$ cat config.mk
export PLATFORM = sky130hd
export DESIGN_NAME = pipe_latch_hs
export DESIGN_NICKNAME = d
export VERILOG_FILES = /design/src/rtl/pipe_latch_hs.sv
export SDC_FILE = /design/constraint.sdc
export NUM_CORES = 1
export LEC_CHECK = 0
export CAP_MARGIN = 20
export CORE_ASPECT_RATIO = 1.25
export CORE_UTILIZATION = 38
export CTS_CLUSTER_DIAMETER = 30
export DETAILED_ROUTE_END_ITERATION = 8
export PLACE_DENSITY = 0.87
export SYNTH_ARGS = -nofsm -noshare
export SYNTH_HDL_FRONTEND = slang
export SYNTH_SLANG_ARGS = --single-unit
$ cat constraint.sdc
create_clock -name clk -period 1.2 [get_ports clk]
set_input_delay 0.18 -clock clk [delete_from_list [all_inputs] [get_ports clk]]
set_output_delay 0.18 -clock clk [all_outputs]
set_load 0.02 [all_outputs]
$ cat src/rtl/pipe_latch_hs.sv
// pipe_latch_hs: valid/ready pipeline register with stall, flush, and squashing of the control vector on bubbles.
// Optional PIPE_LATCH_SKID_EN adds one skid entry and a registered in_ready (no comb path from out_ready).
module pipe_latch_hs #(
    parameter int                DATA_W   = 32,
    parameter int                CTRL_W   = 2,
    parameter logic [CTRL_W-1:0] CTRL_RST = '0
) (
    input  logic              clk,
    input  logic              reset,
    input  logic              flush,
    input  logic              in_valid,
    output logic              in_ready,
    input  logic [DATA_W-1:0] in_data,
    input  logic [CTRL_W-1:0] in_ctrl,
    output logic              out_valid,
    input  logic              out_ready,
    output logic [DATA_W-1:0] out_data,
    output logic [CTRL_W-1:0] out_ctrl
);
    logic [DATA_W-1:0] r_data;
    logic [CTRL_W-1:0] r_ctrl;
    logic              w_accept;
    logic              w_drain;

    assign out_data = r_data;
    assign out_ctrl = r_ctrl;

`ifdef PIPE_LATCH_SKID_EN
    typedef enum logic [1:0] {S_EMPTY, S_ONE, S_TWO} state_t;

    state_t            r_state;
    state_t            w_state_nxt;
    logic              r_in_ready;
    logic [DATA_W-1:0] r_skid_data;
    logic [CTRL_W-1:0] r_skid_ctrl;
    logic              w_load_in;
    logic              w_load_skid;
    logic              w_pop_skid;
    logic              w_squash;

    assign out_valid = (r_state != S_EMPTY);
    assign in_ready  = r_in_ready;
    assign w_accept  = in_valid & r_in_ready & ~flush;
    assign w_drain   = out_valid & out_ready;

    always_ff @(posedge clk) begin
        if (reset || flush) r_state <= S_EMPTY;
        else                r_state <= w_state_nxt;
    end

    // NOTE: every signal gets a default before the case so no path leaves one unassigned (no latch).
    always_comb begin
        w_state_nxt = r_state;
        w_load_in   = 1'b0;
        w_load_skid = 1'b0;
        w_pop_skid  = 1'b0;
        w_squash    = 1'b0;
        case (r_state)
            S_EMPTY: begin
                if (w_accept) begin
                    w_state_nxt = S_ONE;
                    w_load_in   = 1'b1;
                end
            end
            S_ONE: begin
                if (w_accept && w_drain) begin
                    w_load_in = 1'b1;
                end else if (w_accept) begin
                    w_state_nxt = S_TWO;
                    w_load_skid = 1'b1;
                end else if (w_drain) begin
                    w_state_nxt = S_EMPTY;
                    w_squash    = 1'b1;
                end
            end
            S_TWO: begin
                // in_ready is low here, so the only event is the skid moving forward.
                if (w_drain) begin
                    w_state_nxt = S_ONE;
                    w_pop_skid  = 1'b1;
                end
            end
            default: w_state_nxt = S_EMPTY;
        endcase
    end

    // NOTE: non-blocking assignments for all state so every flop samples pre-edge values.
    always_ff @(posedge clk) begin
        if (reset) begin
            r_data      <= '0;
            r_ctrl      <= CTRL_RST;
            r_skid_data <= '0;
            r_skid_ctrl <= CTRL_RST;
            r_in_ready  <= 1'b1;
        end else if (flush) begin
            r_ctrl      <= CTRL_RST;
            r_skid_ctrl <= CTRL_RST;
            r_in_ready  <= 1'b0;
        end else begin
            r_in_ready <= (w_state_nxt != S_TWO);
            if (w_load_in) begin
                r_data <= in_data;
                r_ctrl <= in_ctrl;
            end else if (w_pop_skid) begin
                r_data <= r_skid_data;
                r_ctrl <= r_skid_ctrl;
            end else if (w_squash) begin
                r_ctrl <= CTRL_RST;
            end
            if (w_load_skid) begin
                r_skid_data <= in_data;
                r_skid_ctrl <= in_ctrl;
            end
        end
    end
`else
    logic r_valid;

    assign out_valid = r_valid;
    assign in_ready  = ~flush & (~r_valid | out_ready);
    assign w_accept  = in_valid & in_ready;
    assign w_drain   = r_valid & out_ready;

    // NOTE: non-blocking assignments for all state so every flop samples pre-edge values.
    always_ff @(posedge clk) begin
        if (reset) begin
            r_valid <= 1'b0;
            r_data  <= '0;
            r_ctrl  <= CTRL_RST;
        end else if (flush) begin
            r_valid <= 1'b0;
            r_ctrl  <= CTRL_RST;
        end else if (w_accept) begin
            r_valid <= 1'b1;
            r_data  <= in_data;
            r_ctrl  <= in_ctrl;
        end else if (w_drain) begin
            // Bubble: payload is kept, control squashed so no downstream write fires.
            r_valid <= 1'b0;
            r_ctrl  <= CTRL_RST;
        end
    end
`endif

endmodule

==> summary.md <==
| Metric | Value |
|---|---|
| Status | finished, final reports clean |
| WP buf/inv | 1 |
| Final Cell Area | 2340 um2 |
| Layout cells sized above 1 | 0.120 |
| Placed Area | 2210 um2 |
| Max rail drop VDD | 926 uV |
| Die width | 56.6 um |
| Mapped Cells | 164 |
| WS Path Type | reg -> out |
| Met3 routed WL | 216 um |
| Input/output buffers | 74 |
| Via count | 1,506 |
| Fin Hold WS | 0.263 ns |
| Core area | 3510 um2 |
| RePlAce Congestion | 0.756 |
| PD cells | 1120 nW/um2 |
| Num Clock Sinks | 35 |
| Inserted Diodes | 0 |
| Num rows | 24 |
| Critical path's largest stage delay | 0.33 ns |
| Routed met1 length | 1580 um |
| # setup viols final | 0 |
| Vias in the first global route | 1,452 |
| Crit path launch type | register |
| Min-delay worst type | in -> reg |
| Slew @ Worst Pin | 0.258 ns |
| Final period utilization | 0.959 |
| WP data required | 1.02 ns |
| Final hold vios | 0 |
| Final min period | 1.15 ns |
| Vias per inst | 5.36 |
| CTS root buffer | clkbuf_8 |
| Area of the mapped netlist | 1410 um2 |
| First-pass DRT Iterations | 4 |
| GRT overflow | 0 |
| Fin util | 0.665 |
| Wirelength per Cell | 13.7 um |
| Worst-path cell chain | nor2b_4 > nor2_2 > buf_6 |
| Total power | 2.63 mW |
| Syn_area_per_cell | 8.62 um2 |
| # fillers | 317 |
| Crit-path max FO | 3 |
| CTS Buffer Depth | 2 |
| Tot GR Track Use | 0.199 |
| Clock Latency Late Sink | 0.28 ns |
| TritonCTS clock tree | built |
| Ys Warns | 0 |
| Area Overhead vs Synth | 65.3% |
| Io pins | 75 |
| Largest net degree at the start of global routing | 36 |
| Post-synthesis sequential area ratio | 0.496 |
| Routed wire length | 3860 um |
| Post-DP HPWL | 2590 um |
| RSZ-0062 raised after global routing | yes |
| Initial antenna violation count | 0 |
| CP arrival | 0.97 ns |
| Synthesis-stage register bit count | 35 |
| Clock transition at path regs | 0.06 ns |
| First-pass GRT wire length | 6270 um |
| CTS HTree Levels | 2 |
| Max Cap Viol | 0 |
| CTS Buf Count | 5 |
| Die Area | 3970 um2 |
| Die height | 70.2 um |
| Final ANT Viol Nets | 0 |
| Final #Nets | 280 |
| Crit. End Element | primary output |
| Synth cell types | 21 |
| Post-Syn Nets | 203 |
| DRC marker count from the first detailed-route iteration | 55 |
| Count of final max-slew check failures | 0 |
| Most common cell after layout, fill and taps aside | clkdlybuf4s50_1 |
| Max Clk Rate | 869 MHz |
| Slowest cell on crit path | dfxtp_2 |
| CP delay by family, top | flip-flops |
| Starting Density | 0.402 |
| Rel. slew slack | 0.829 |
| Most frequent cells in the layout | clkdlybuf4s50_1 (36), nand3_1 (34), dfxtp_1 (34), dlygate4sd2_1 (34), a21oi_1 (32) |
| DRC violations left | 0 |
| Final clock skew | 0.00170 ns |
| Lkg Pwr | 1.01 nW |
| Hold_buf cts | 0 |
| Max Used Layer | met4 |
| Routed wl met2 | 1960 um |
## routing by layer
layer	global-route usage	vias up
li1	-	740
met1	0.224	698
met2	0.332	58
met3	0.0500	10
met4	0.119	0
met5	0	-
## synthesized netlist by cell type (all sizes together)
master,n,area share
dfxtp,35,0.50
nand3,34,0.12
a21oi,32,0.11
o21ai,32,0.11
buf,15,0.087
clkbuf,4,0.013
a211oi,2,0.011
nand2b,2,0.014
nor2,2,0.0053
nor2b,2,0.011
o211ai,2,0.011
nand2,1,0.0027
nor3,1,0.0035
## path summary, 6_finish.rpt
check,from,end,slack [ns],depth (start not counted)
min,flush,out_valid,0.26,3
min reg2reg,out_data[20],out_data[20],0.47,2
max,out_valid,in_ready,0.05,3
max reg2reg,out_valid,out_data[25],0.06,5
## power breakdown
group          internal, mW  switching, mW  leakage (nW)
Combinational         0.258          0.227         0.668
Clock                 0.523          0.385        0.0515
Sequential             1.21         0.0213         0.286
## sequential cells by signal, summed over array words and instances (netlist names)
name,count
out_data,32
out_valid,1
out_ctrl,2
## worst register-to-register path: stages (launching register included)
cell and delay, ns:
dfxtp_2 0.32, nor2b_4 0.13, buf_4 0.15, clkbuf_16 0.17, o21ai_0 0.18, a21oi_1 0.09
## cells by family (layout without fill, tap and decap cells)
family,after synthesis,count (layout),share of synthesized area
flip-flops,35,35,0.496
buffers and inverters,19,97,0.100
AND/OR/NAND/NOR,42,42,0.157
AO/OA/AOI/OAI,68,68,0.248
## through the flow
step,worst slack (ns),cells,setup TNS [ns]
2_1_floorplan,0.00609,164,0
3_3_place_gp,-0.419,271,-10.12
3_5_place_dp,-0.434,271,-11.24
4_1_cts,-0.0404,279,-0.109
5_1_grt,-0.00394,281,-0.00802
6_report,0.0495,281,0
## final cells by class
class                      count  area, um2  share of cell area
timing repair buffer          89        900               0.385
sequential                    35        702               0.300
multi-input combinational    110        587               0.251
clock buffer                   8        100              0.0428
tap                           39       48.8              0.0209
## what timing repair did
| item | CTS | global route |
|---|---|---|
| buffers inserted | 0 | 1 |
| pin swaps | 0 | 1 |
| setup endpoints to repair | 65 | 33 |
| gates cloned | 0 | 1 |
| resized for setup | 42 | 15 |
Power figures use the tool's default switching activity.
